`config.mk`:
```
export PLATFORM = sky130hd
export DESIGN_NAME = adc_scan_scheduler
export DESIGN_NICKNAME = d
export VERILOG_FILES = /design/src/rtl/adc_scan_scheduler_pkg.sv /design/src/rtl/adc_mv_convert.sv /design/src/rtl/adc_scan_scheduler.sv
export SDC_FILE = /design/constraint.sdc
export NUM_CORES = 1
export LEC_CHECK = 0
export CORE_MARGIN = 2
export CORE_UTILIZATION = 25
export DETAILED_ROUTE_END_ITERATION = 7
export PLACE_DENSITY_LB_ADDON = 0.12
export SLEW_MARGIN = 20
export SYNTH_ARGS = -nofsm -noshare
export SYNTH_HDL_FRONTEND = slang
export SYNTH_HIERARCHICAL = 1
export SYNTH_SLANG_ARGS = --single-unit
```
`constraint.sdc`:
```
create_clock -name clk -period 4.9 [get_ports clk]
set_input_delay 0.735 -clock clk [delete_from_list [all_inputs] [get_ports clk]]
set_output_delay 0.735 -clock clk [all_outputs]
set_load 0.01 [all_outputs]
```
`src/rtl/adc_scan_scheduler_pkg.sv`:
```
// Shared types, widths and scaling constants for the ADC scan scheduler.
// Latency: n/a (declarations and a pure combinational helper only).
// Backpressure: n/a.
package adc_scan_scheduler_pkg;

  localparam int NUM_CH_DEFAULT  = 8;
  localparam int TIMEOUT_DEFAULT = 1023;

  localparam int VREF_MV  = 5000;
  localparam int ADC_FULL = 4095;

  localparam int ADC_W  = 12;
  localparam int MV_W   = 13;
  localparam int CH_W   = 5;
  localparam int IDX_W  = 3;
  // code * 5000 needs 25 bits (4095 * 5000 = 20,475,000 < 2^25)
  localparam int PROD_W = ADC_W + MV_W;

  typedef enum logic [1:0] {
    ST_IDLE  = 2'd0,
    ST_ISSUE = 2'd1,
    ST_WAIT  = 2'd2
  } state_t;

  // Truncating code-to-millivolt scaling: code * VREF_MV / ADC_FULL.
  function automatic logic [MV_W-1:0] code_to_mv(input logic [ADC_W-1:0] code);
    logic [PROD_W-1:0] prod;
    prod = PROD_W'(code) * PROD_W'(VREF_MV);
    return MV_W'(prod / PROD_W'(ADC_FULL));
  endfunction

endpackage

```
`src/rtl/adc_mv_convert.sv`:
```
// Registered ADC-code to millivolt conversion stage with index pass-through.
// Latency: 1 cycle from in_valid to out_valid.
// Backpressure: none; accepts one sample per cycle, output is a one-cycle strobe.
// Ports: clk, reset_n; in_valid/in_idx/in_code (12-bit code);
//        out_valid/out_idx/out_mv (13-bit millivolts).
module adc_mv_convert
  import adc_scan_scheduler_pkg::*;
(
  input  logic             clk,
  input  logic             reset_n,
  input  logic             in_valid,
  input  logic [IDX_W-1:0] in_idx,
  input  logic [ADC_W-1:0] in_code,
  output logic             out_valid,
  output logic [IDX_W-1:0] out_idx,
  output logic [MV_W-1:0]  out_mv
);

  always_ff @(posedge clk or negedge reset_n) begin
    if (!reset_n) begin
      out_valid <= 1'b0;
      out_idx   <= '0;
      out_mv    <= '0;
    end else begin
      out_valid <= in_valid;
      // Index/value only move on a real sample so the bus stays quiet otherwise.
      if (in_valid) begin
        out_idx <= in_idx;
        out_mv  <= code_to_mv(in_code);
      end
    end
  end

endmodule

```
`src/rtl/adc_scan_scheduler.sv`:
```
// Round-robin ADC scan scheduler: issues one conversion at a time to the enabled
// channels, scales results to millivolts and keeps a per-channel readback table.
// Latency: response accepted in N -> upd_valid and table write in N+1, rd_mv in N+2.
// Backpressure: cmd held stable until cmd_ready; one command outstanding; WAIT times out.
// Ports: clk, reset_n; en_mask, run; cmd_valid/cmd_channel/cmd_ready;
//        rsp_valid/rsp_channel/rsp_data; rd_idx -> rd_mv; upd_valid/upd_idx/upd_mv;
//        busy; sticky timeout_err/chan_err cleared by err_clr.
module adc_scan_scheduler
  import adc_scan_scheduler_pkg::*;
#(
  parameter int NUM_CH  = NUM_CH_DEFAULT,
  parameter int TIMEOUT = TIMEOUT_DEFAULT
) (
  input  logic              clk,
  input  logic              reset_n,
  input  logic [NUM_CH-1:0] en_mask,
  input  logic              run,
  output logic              cmd_valid,
  output logic [CH_W-1:0]   cmd_channel,
  input  logic              cmd_ready,
  input  logic              rsp_valid,
  input  logic [CH_W-1:0]   rsp_channel,
  input  logic [ADC_W-1:0]  rsp_data,
  input  logic [IDX_W-1:0]  rd_idx,
  output logic [MV_W-1:0]   rd_mv,
  output logic              upd_valid,
  output logic [IDX_W-1:0]  upd_idx,
  output logic [MV_W-1:0]   upd_mv,
  output logic              busy,
  output logic              timeout_err,
  output logic              chan_err,
  input  logic              err_clr
);

  localparam int TW = (TIMEOUT < 1) ? 1 : $clog2(TIMEOUT + 1);
  localparam logic [TW-1:0] T_MAX = TW'(TIMEOUT);

  state_t           state;
  // Index of the channel being (or last) converted; reset to NUM_CH-1 so the
  // first search lands on index 0.
  logic [IDX_W-1:0] cur_idx;
  logic [IDX_W-1:0] next_idx;
  logic [TW-1:0]    timer;
  logic             have_work;
  logic             rsp_accept;
  logic             chan_evt;
  logic             timeout_evt;
  logic [MV_W-1:0]  mv_tab [NUM_CH];

  // First enabled index strictly after 'last', wrapping; a lone enabled
  // channel finds itself on the final iteration.
  function automatic logic [IDX_W-1:0] pick_next(input logic [IDX_W-1:0] last,
                                                 input logic [NUM_CH-1:0] mask);
    logic [IDX_W-1:0] r;
    logic             hit;
    int               c;
    r   = last;
    hit = 1'b0;
    for (int k = 1; k <= NUM_CH; k++) begin
      c = (int'(last) + k) % NUM_CH;
      if (!hit && mask[c]) begin
        r   = IDX_W'(c);
        hit = 1'b1;
      end
    end
    return r;
  endfunction

  always_comb begin
    next_idx    = pick_next(cur_idx, en_mask);
    have_work   = run && (en_mask != '0);
    rsp_accept  = (state == ST_WAIT) && rsp_valid && (rsp_channel == cmd_channel);
    chan_evt    = (state == ST_WAIT) && rsp_valid && (rsp_channel != cmd_channel);
    timeout_evt = (state == ST_WAIT) && !rsp_accept && (timer == T_MAX);
  end

  assign cmd_valid = (state == ST_ISSUE);
  assign busy      = (state != ST_IDLE);

  always_ff @(posedge clk or negedge reset_n) begin
    if (!reset_n) begin
      state       <= ST_IDLE;
      cur_idx     <= IDX_W'(NUM_CH - 1);
      cmd_channel <= '0;
      timer       <= '0;
      timeout_err <= 1'b0;
      chan_err    <= 1'b0;
    end else begin
      // A new error event wins over a simultaneous clear.
      timeout_err <= (timeout_err & ~err_clr) | timeout_evt;
      chan_err    <= (chan_err & ~err_clr) | chan_evt;
      case (state)
        ST_IDLE: begin
          if (have_work) begin
            cur_idx     <= next_idx;
            cmd_channel <= CH_W'(next_idx) + CH_W'(1);
            state       <= ST_ISSUE;
          end
        end
        ST_ISSUE: begin
          timer <= '0;
          if (cmd_ready) state <= ST_WAIT;
        end
        ST_WAIT: begin
          if (rsp_accept || timeout_evt) begin
            if (have_work) begin
              cur_idx     <= next_idx;
              cmd_channel <= CH_W'(next_idx) + CH_W'(1);
              state       <= ST_ISSUE;
            end else begin
              state <= ST_IDLE;
            end
          end else begin
            timer <= timer + TW'(1);
          end
        end
        default: state <= ST_IDLE;
      endcase
    end
  end

  adc_mv_convert u_conv (
    .clk       (clk),
    .reset_n   (reset_n),
    .in_valid  (rsp_accept),
    .in_idx    (cur_idx),
    .in_code   (rsp_data),
    .out_valid (upd_valid),
    .out_idx   (upd_idx),
    .out_mv    (upd_mv)
  );

  // Table write and registered read. The read forwards a same-cycle update so
  // rd_mv shows a fresh value one cycle after upd_valid rather than two.
  always_ff @(posedge clk or negedge reset_n) begin
    if (!reset_n) begin
      for (int i = 0; i < NUM_CH; i++) mv_tab[i] <= '0;
      rd_mv <= '0;
    end else begin
      if (upd_valid) mv_tab[upd_idx] <= upd_mv;
      if (int'(rd_idx) >= NUM_CH)
        rd_mv <= '0;
      else if (upd_valid && (upd_idx == rd_idx))
        rd_mv <= upd_mv;
      else
        rd_mv <= mv_tab[rd_idx];
    end
  end

endmodule

```
==> run_results.csv <==
group,metric,value,unit
run_status,run_status,"finished, violations left",
run_status,violations,"negative setup slack",
synthesis,yosys_warnings,6,
synthesis,synth_simple_gate_area_share,17.7,%
setup_path,setup.worst_path.class,"input pin to flop",
grt,via_count_of_the_first_global_routing_pass,14089,
cts,clock_sinks,155,
timing,final_cycle_utilization_of_the_critical_path,263,%
timing,slew-limit-headroom,26.8,%
setup_path,cp-end-kind,"flop",
synthesis,ys_dominant_reg_cell,"dfrtp_1",
synthesis,synth_async_sr_flop_share,100,%
cts,clkTransAtPathRegs,0.06,ns
grt,global_route.usage.met1,22.1,%
detailed_routing,detail_route.wirelength,47200,um
timing,layout_setup_ws,-8.00,ns
grt,top_usage_layer_grt,"met2",
detailed_routing,vias,13829,
grt,grt.met2_usage,26.6,%
grt,antenna_found_initial,0,
synthesis,syn_area_per_cell,9.69,um^2
synthesis,synth-compound-area-share,20.7,%
detailed_routing,drcViolationCount,0,
detailed_routing,drt_first_iter_violations,658,
flow_run,maxCapViolCount,0,
detailed_routing,via_per_inst,4.88,
cts,tritoncts,"built",
floorplanning,design.core.area,57600,um^2
setup_path,worst_path_most_repeated_cell,"buf_6",
min_path,worst_hold_path_type,"input pin to async pin",
grt,overall_track_demand_over_capacity_in_global_routing,15.8,%
timing,fin_skew,0.0138,ns
detailed_routing,wire_per_inst,16.6,um
cts,cts-buffers-inserted,17,
synthesis,synth_fp_nets,1625,
finish,layout.core_utilization,38.5,%
timing,rsz0062_at_grt,"yes",
setup_path,cp.required,5.20,ns
timing,max_freq,77.5,MHz
floorplanning,die_height,245,um
grt,largest_net_degree_at_the_start_of_global_routing,88,
floorplanning,die_w,245,um
grt,grt_pass1_wl,77000,um
placement,place_hpwl,36100,um
synthesis,number_of_synthesized_register_bits,155,
finish,n_antenna_cell,0,
timing,slew_violations,0,
floorplanning,die_area,60200,um^2
synthesis,synth-xor-area-share,3.64,%
synthesis,post_synth_mux_area_share,17.3,%
synthesis,synthDistinctLibCells,123,
floorplanning,pin_count,73,
synthesis,synth_enable_flop_cells,0,
setup_path,cp_slowest_cell,"or4_4",
timing,hold_violations,0,
cts,clockBufferDepth,2,
finish,mostFrequentLayoutCell,"buf_4",
placement,numPortBuffers,71,
cts,clkLatencyLatePin,0.43,ns
setup_path,worstPathMaxFanout,7,
timing,worst_pin_slew,1.09,ns
floorplanning,initial_core_util,25.3,%
detailed_routing,drt_pre_antenna_iters,5,
synthesis,mappedNetlistArea,14600,um^2
finish,final_cell_mix,"buf_4, dfrtp_1, mux2_2",
synthesis,synth_top_family_by_area,"compound AO/OA/AOI/OAI gates",
synthesis,sequential_fraction_of_the_synthesis_area,26.7,%
setup_path,startpoint_type,"input pin",
grt,met3_global_route_usage,1.24,%
floorplanning,placementRows,88,
synthesis,syn_inst,1502,
placement,finalWeightedCongestion,0.831,
cts,cts_h_tree_lvls,4,
finish,fillCellCount,5814,
setup_path,cpPeakStageDelay,0.59,ns
grt,grt.overflow.total,0,
finish,final_layout_size_suffix_gt1_share,49.4,%
cts,clockRootBuffer,"clkbuf_16",
finish,synthToLayoutAreaGrowth,52.4,%
setup_path,timing.critical_path.arrival,13.21,ns
timing,setup_violation_total_in_the_final_timing_report,13,
finish,fin_nets,2180,
timing,finalCriticalPeriod,12.90,ns
detailed_routing,route.antenna.remaining_nets,0,
synthesis,synth_adder_area_share,9.04,%
## flip-flops by register name (all words and copies together), names as in the netlist
signal and count:
mv_tab 104, rd_mv 13, u_conv/out_mv 13, timer 10, cmd_channel 4, cur_idx 3, u_conv/out_idx 3, state 2
chan_err 1, timeout_err 1, u_conv/out_valid 1
## metrics by stage
stage / worst slack [ns] / instance area [um^2] / instances / TNS (ns) / hold WS [ns]
after floorplan: -7.87 / 14900 / 1502 / -60.24 / 0.439
after global placement: -9.39 / 19500 / 2710 / -78.55 / 0.482
after detailed placement: -9.48 / 19500 / 2710 / -79.06 / 0.491
after CTS: -7.83 / 21400 / 2805 / -61.42 / 0.407
after global routing: -8.45 / 22200 / 2835 / -67.18 / 0.425
final: -8.00 / 22200 / 2835 / -62.94 / 0.367
## per-layer routing
layer / vias to the layer above / wire length (um)
li1: 6809 / -
met5: - / 0
met2: 157 / 22500
met3: 37 / 943
met1: 6826 / 23100
met4: 0 / 636
## cells in the mapped netlist (14+ instances only)
master	n	area [um^2]
a211oi_1	19	143
a21o_1	16	120
a21oi_1	71	355
a31oi_1	20	125
and2_1	20	125
and3_1	14	87.6
buf_6	14	158
clkbuf_1	33	124
dfrtp_1	152	3800
fa_1	23	460
ha_1	66	826
inv_1	76	285
mux2_2	121	1360
mux2i_1	33	330
mux4_2	31	698
nand2_1	92	345
nand3_1	44	220
nand4_1	23	144
nor2_1	103	387
nor3_1	34	170
nor4_1	16	100
o211ai_1	19	143
o21a_1	20	150
o21ai_0	45	225
or3_1	20	125
xnor2_1	38	333
xor2_1	17	149
## worst max-delay path, delay by kind of cell
| family | cells | cell delay [ns] |
|---|---|---|
| fa+ha+maj | 7 | 2.61 |
| simple gates | 10 | 3.41 |
| mux | 2 | 0.48 |
| buf+inv | 13 | 1.38 |
| xor+xnor | 4 | 0.50 |
| compound gates | 19 | 4.04 |
## final cells by class
class                   count  area, um^2  area share (%)
well taps                 765         957            4.31
clock buffers              17         425            1.92
repair buffers            606        4900            22.1
multi-input cells        1199       11500            52.1
clock inverters            15         165           0.745
flip-flops and latches    155        3880            17.5
inverters                  78         304            1.37
## final timing paths
kind                            cells after the start                            to              startpoint  slack (ns)
max in group asynchronous                           2            rd_mv[6]$_DFF_PN0_                 reset_n        3.46
worst min register to register                      1        mv_tab[17]$_DFFE_PN0P_  mv_tab[17]$_DFFE_PN0P_        0.50
min in group clk                                    1        mv_tab[17]$_DFFE_PN0P_  mv_tab[17]$_DFFE_PN0P_        0.50
worst min-delay path                                1    cmd_channel[2]$_DFFE_PN0P_                 reset_n        0.37
worst max register to register                     10        cur_idx[1]$_DFFE_PN1P_  cur_idx[1]$_DFFE_PN1P_        1.16
worst max-delay path                               55  u_conv/out_mv[0]$_DFFE_PN0P_             rsp_data[4]       -8.00
## what timing repair did
action                     4_1_cts  5_1_grt
resized for setup              196       97
buffers inserted                66       32
setup endpoints to repair       13       13
hold buffers                     0        0
gates cloned                     1        0
pin swaps                      113       80
## cell families (layout without fill, tap and decap cells)
kind of cell,Yosys count,after routing
AND/OR/NAND/NOR,466,466
AO/OA/AOI/OAI,389,390
multiplexers,192,192
flip-flops,155,155
buffers and inverters,149,716
adder cells (fa/ha/maj),92,92
XOR/XNOR,58,58
other,1,1
Power is left out: the tool's default activity adds up to more than one toggle a clock period on the data nets, which glitch-free logic cannot reach.
==> variant 1: new RTL, config.mk and constraints unchanged <==
Re-encode `state_t` (3 states) as one-hot, 3 bits wide.
--- a/src/rtl/adc_scan_scheduler_pkg.sv
+++ b/src/rtl/adc_scan_scheduler_pkg.sv
@@ -16,10 +16,10 @@
   // code * 5000 needs 25 bits (4095 * 5000 = 20,475,000 < 2^25)
   localparam int PROD_W = ADC_W + MV_W;
 
-  typedef enum logic [1:0] {
-    ST_IDLE  = 2'd0,
-    ST_ISSUE = 2'd1,
-    ST_WAIT  = 2'd2
+  typedef enum logic [2:0] {
+    ST_IDLE  = 3'b001,
+    ST_ISSUE = 3'b010,
+    ST_WAIT  = 3'b100
   } state_t;
 
   // Truncating code-to-millivolt scaling: code * VREF_MV / ADC_FULL.
Formal check against the unedited RTL: no difference found for any inputs over 4 cycles, from zero or initial values and one cycle with reset_n low; so few cycles prove little.
==> variant 1 against the unedited design <==
- the flow still finishes with violations (setup timing)
- count of clock-buffer cells in the layout grew 5
- area after synthesis shrank 1.1%
- design area shrank 0.28%
- worst hold slack lost 99 ps
- routed wire length shrank 0.22%
- non-clock buffer count grew 5
- sequential cell count grew 1
- fmax grew 0.36%
- setup slack gained 46 ps
- core utilization grew 0.48 points
- largest cell class unchanged
Power is not shown: default switching activity piles up to over one toggle a cycle in this logic, so the estimate is an artifact.
==> variant 1: results (changes against the unedited design) <==
| Metric | Value | Change |
|:---|:---|:---|
| Run status | complete, but fails checks | unchanged |
| Violated checks | setup timing | unchanged |
| Post-CTS setup repair buffer count | 71 | was 66 |
| Met3 demand-to-capacity share in global routing | 1.306% | was 1.244% |
| Area used by sequential logic in the layout | 3909 µm² | was 3882 µm² |
| Met2 global-route usage | 26.96% | was 26.63% |
| Count of routing violations after the opening detailed-route iteration | 509 | was 658 |
| Clock tree buffer count of the final layout | 22 | was 17 |
| Area delta synth->final | 53.56% | was 52.36% |
| Via count of the first global-routing pass | 13905 | was 14089 |
| Xor/xnor cell area share of the yosys netlist | 3.804% | was 3.644% |
| Gpl congestion | 0.8214 | was 0.8312 |
| Final number of setup-violating endpoints | 13 | unchanged |
| Maximum number of pins on one net before global-route repair | 58 | was 88 |
| Multi-In Gates | 1170 | was 1199 |
| Post-Synthesis Net Count | 1605 | was 1625 |
| Compound-cell area share of the yosys netlist | 19.89% | was 20.67% |
| First-pass GRT wire length | 74950 µm | was 76970 µm |
| Commonest cells in the synthesized netlist | 152 x sky130_fd_sc_hd__dfrtp_1, 123 x sky130_fd_sc_hd__mux2_2, 98 x sky130_fd_sc_hd__nor2_1 | was 152 x sky130_fd_sc_hd__dfrtp_1, 121 x sky130_fd_sc_hd__mux2_2, 103 x sky130_fd_sc_hd__nor2_1 |
| Reg2Reg Depth | 11 | was 10 |
| Area of the core region | 56710 µm² | was 57590 µm² |
| Share of cells above drive strength 1 | 50.22% | was 49.37% |
| Final setup TNS | -62820 ps | was -62940 ps |
| Wirelength per Cell | 16.76 µm | was 16.64 µm |
| Maximum clock skew at final layout | 9.350 ps | was 13.80 ps |
| Global-route total usage across every layer | 15.45% | was 15.79% |
| Final net count | 2164 | was 2180 |
| Sequential area share after synthesis | 27.13% | was 26.67% |
| Setup slack at placement | -9198 ps | was -9481 ps |
| Distinct cell type count after synthesis | 120 | was 123 |
| Cell types with the largest area share after synthesis | sky130_fd_sc_hd__dfrtp_1 26%, sky130_fd_sc_hd__mux2_2 9.6%, sky130_fd_sc_hd__ha_1 5.8% | was sky130_fd_sc_hd__dfrtp_1 26%, sky130_fd_sc_hd__mux2_2 9.4%, sky130_fd_sc_hd__ha_1 5.7% |
| Via density | 4.847 | was 4.878 |
| Detailed Place HPWL | 35880 µm | was 36110 µm |
| Adder and majority cell fraction of the synthesized area | 9.224% | was 9.041% |
| Share of cell area taken by muxes after synthesis | 17.36% | was 17.32% |
| Global-route track usage on met1 | 21.03% | was 22.10% |
| Share of final layout cell area taken by non-clock buffers | 22.69% | was 22.08% |
| Measured slew at the worst slew-check pin | 1111 ps | was 1093 ps |
| Number of filler cells placed in the layout | 5705 | was 5814 |
| First-pass iteration count of the detailed router | 4 | was 5 |
| Non-clock buffers | 611 | was 606 |
| Arrival time of the worst setup path | 13160 ps | was 13210 ps |
| PnR worst setup slack | -7958 ps | was -8004 ps |
| Clock-cell share of area | 2.444% | was 2.662% |
| Cell area reported after detailed placement | 19260 µm² | was 19460 µm² |
| Cells after DPL | 2673 | was 2710 |
| Routed WL | 47080 µm | was 47180 µm |
variant 1: cell count changes in the layout (fill, tap and decap cells not counted), sizes merged, moves of 4 or more:
cell	before	now
buf	540	545
clkbuf	17	22
o21ai	62	58
nand3	48	44
nor2	104	99
inv	78	82
variant 1: final timing paths:
kind / slack, ps / start / endpoint
setup / recovery: -7960 / rsp_data[6] / u_conv/out_mv[0]
hold / removal: 270 / reset_n / cmd_channel[2]
setup reg to reg: 1060 / cur_idx[0] / cmd_channel[1]
hold reg to reg: 500 / mv_tab[36] / mv_tab[36]
max in group asynchronous: 3500 / reset_n / mv_tab[22]
min in group clk: 500 / mv_tab[36] / mv_tab[36]
variant 1: cells by family after synthesis:
family | after synthesis
compound gates | 374
other cells | 1
flops | 156
xor+xnor | 60
mux | 192
buf+inv | 155
fa+ha+maj | 93
simple gates | 450
variant 1: per-layer routing:
layer	part of all wire (%)	wire (µm)
met5	0	0
met4	0.95	445
met3	1.7	783
met2	49	23070
met1	48	22790
==> variant 2: new RTL, config.mk and constraints unchanged <==
Made on the original files. The package constant `MV_W` goes from 13 to 26.
--- a/src/rtl/adc_scan_scheduler_pkg.sv
+++ b/src/rtl/adc_scan_scheduler_pkg.sv
@@ -10,7 +10,7 @@
   localparam int ADC_FULL = 4095;
 
   localparam int ADC_W  = 12;
-  localparam int MV_W   = 13;
+  localparam int MV_W   = 26;
   localparam int CH_W   = 5;
   localparam int IDX_W  = 3;
   // code * 5000 needs 25 bits (4095 * 5000 = 20,475,000 < 2^25)
Interface: changed (resized rd_mv and upd_mv); port bits go from 73 to 99. No check against the original RTL was run, so the function may have changed too.
==> variant 2 against the unedited design <==
- largest cell class unchanged
- design area up 27%
- the run still ends with setup timing left
- sequential cell count is 118 higher
- routed wire length increased by 34%
- global-route usage is 0.26 points lower
- area after synthesis grew 35%
- setup slack improved by 360 ps
Power is left out: the tool's default activity adds up to more than one toggle a clock period on the data nets, which glitch-free logic cannot reach.
==> variant 2: results (changes against the unedited design) <==
| Metric | Value | Change |
|:---|:---|:---|
| Largest registers ranked by flip-flop count | mv_tab (208), rd_mv (26), u_conv/out_mv (14) | was mv_tab (104), rd_mv (13), u_conv/out_mv (13) |
| First-pass iteration count of the detailed router | 5 | unchanged |
| Via density | 4.828 | was 4.878 |
| Clock tree buffer depth | 3 | was 2 |
| Gpl congestion | 0.8270 | was 0.8312 |
| Crit-path max cell delay | 550 ps | was 590 ps |
| Cts bufs inserted | 29 | was 17 |
| Cells after DPL | 3352 | was 2710 |
| Via count of the first global-routing pass | 17798 | was 14089 |
| Share of cells above drive strength 1 | 48.78% | was 49.37% |
| Detailed Place HPWL | 46510 µm | was 36110 µm |
| Max Fanout on Critical Path | 7 | unchanged |
| Final net count | 2559 | was 2180 |
| Antenna violations before repair | 1 | was 0 |
| Violated checks | setup timing | unchanged |
| Final number of setup-violating endpoints | 14 | was 13 |
| Maximum number of pins on one net before global-route repair | 126 | was 88 |
| Commonest cells in the synthesized netlist | 270 x sky130_fd_sc_hd__dfrtp_1, 222 x sky130_fd_sc_hd__mux2_2, 129 x sky130_fd_sc_hd__nor2_1 | was 152 x sky130_fd_sc_hd__dfrtp_1, 121 x sky130_fd_sc_hd__mux2_2, 103 x sky130_fd_sc_hd__nor2_1 |
| Run status | complete, but fails checks | unchanged |
| Source-to-sink clock delay at the later pin of the worst-skew pair | 570 ps | was 430 ps |
| Async set or reset register ratio after synthesis | 100.0% | unchanged |
| Cell types with the largest area share after synthesis | sky130_fd_sc_hd__dfrtp_1 34%, sky130_fd_sc_hd__mux2_2 13%, sky130_fd_sc_hd__mux4_2 6.6% | was sky130_fd_sc_hd__dfrtp_1 26%, sky130_fd_sc_hd__mux2_2 9.4%, sky130_fd_sc_hd__ha_1 5.7% |
| Count of routing violations after the opening detailed-route iteration | 807 | was 658 |
| Total number of yosys warnings | 6 | unchanged |
| Final hold violation count | 0 | unchanged |
| Number of filler cells placed in the layout | 7772 | was 5814 |
| Sequential area share after synthesis | 34.71% | was 26.67% |
| Number of levels in the clock H-tree | 1 | was 4 |
| Post-DRT Antenna Nets | 0 | unchanged |
| Measured slew at the worst slew-check pin | 834.0 ps | was 1093 ps |
| Number of input and output port buffers inserted | 85 | was 71 |
| Wirelength per Cell | 18.12 µm | was 16.64 µm |
| Cell type of the slowest stage on the worst timing path | sky130_fd_sc_hd__or4_4 | unchanged |
| PnR worst setup slack | -7648 ps | was -8004 ps |
| Detailed-route via count | 16873 | was 13829 |
| Average size of a mapped cell | 10.76 µm² | was 9.693 µm² |
| CTS Root Cell | sky130_fd_sc_hd__clkbuf_16 | unchanged |
| Global-route total usage across every layer | 15.53% | was 15.79% |
| Final setup TNS | -58490 ps | was -62940 ps |
| First-pass GRT wire length | 102200 µm | was 76970 µm |
| Maximum clock skew at final layout | 10.93 ps | was 13.80 ps |
| Arrival time of the worst setup path | 12980 ps | was 13210 ps |
| Reg2Reg Depth | 10 | unchanged |
| Distinct cell type count after synthesis | 129 | was 123 |
| Worst hold-check path type | in2async | unchanged |
| Clock transition at path regs | 60 ps | about the same |
-- variant 2: cell count changes in the layout (fill, tap and decap cells not counted), moves of 11 or more --
cell and delta:
sky130_fd_sc_hd__buf_4 +28, sky130_fd_sc_hd__nor2_1 +24, sky130_fd_sc_hd__mux4_2 +27, sky130_fd_sc_hd__dfrtp_1 +118, sky130_fd_sc_hd__clkbuf_16 +12, sky130_fd_sc_hd__mux2i_1 +19
sky130_fd_sc_hd__nand2_1 +11, sky130_fd_sc_hd__conb_1 +12, sky130_fd_sc_hd__mux2_2 +102, sky130_fd_sc_hd__inv_1 +15, sky130_fd_sc_hd__a21oi_1 +11
-- variant 2: path summary, 6_finish.rpt --
kind,from,end,slack [ps]
worst max-delay path,rsp_data[5],u_conv/out_mv[0],-7650
worst min-delay path,reset_n,mv_tab[176],40
worst max register to register,cur_idx[1],cmd_channel[2],790
worst min register to register,chan_err,chan_err,500
max in group asynchronous,reset_n,mv_tab[24],3630
min in group clk,chan_err,chan_err,500
-- variant 2: routing by layer --
layer	vias up	routed length [µm]	GRT usage, %
li1	8053	-	-
met1	8503	29260	21.00
met2	235	31180	27.01
met3	82	1665	1.308
met4	0	1209	3.158
met5	-	0	0
-- variant 2: cell families after synthesis --
group                    synth area share (%)
AND/OR/NAND/NOR                         14.28
AO/OA/AOI/OAI                           13.89
multiplexers                            22.52
flip-flops                              34.71
buffers and inverters                   4.504
adder cells (fa/ha/maj)                 6.582
XOR/XNOR                                3.475
other                                 0.03813
-- variant 2: cell type report --
class	count	area, µm²	share of cell area (%)
flip-flops and latches	273	6835	24.22
repair buffers	656	5358	18.98
diodes	1	2.502	0.008867
inverters	94	362.8	1.286
multi-input cells	1382	13470	47.75
clock buffers	43	838.3	2.971
well taps	1040	1301	4.611
clock inverters	6	48.80	0.1729
-- variant 2: per-stage QoR --
| stage | setup slack [ps] | instance area, µm² |
|---|---|---|
| after floorplan | -7912 | 19920 |
| after global placement | -8999 | 25160 |
| after detailed placement | -9266 | 25160 |
| after CTS | -7363 | 27540 |
| after global routing | -8175 | 28220 |
| final | -7648 | 28220 |
-- variant 2: repair_timing --
item                                    CTS  global route
endpoints found under the setup margin   14            14
endpoints found under the hold margin     0             0
cloned                                    1             0
resized for setup                       227            97
pin swaps                               106            72
buffers inserted                         72            31
-- variant 2: critical path: cells and delay by family --
family	cells	cell delay [ps]
AOI/OAI and AO/OA	13	2750
xor gates and xnor gates	1	140
adders and majority gates	7	2510
buffers and inverters	12	990
muxes	2	450
and+or+nand+nor	20	5400
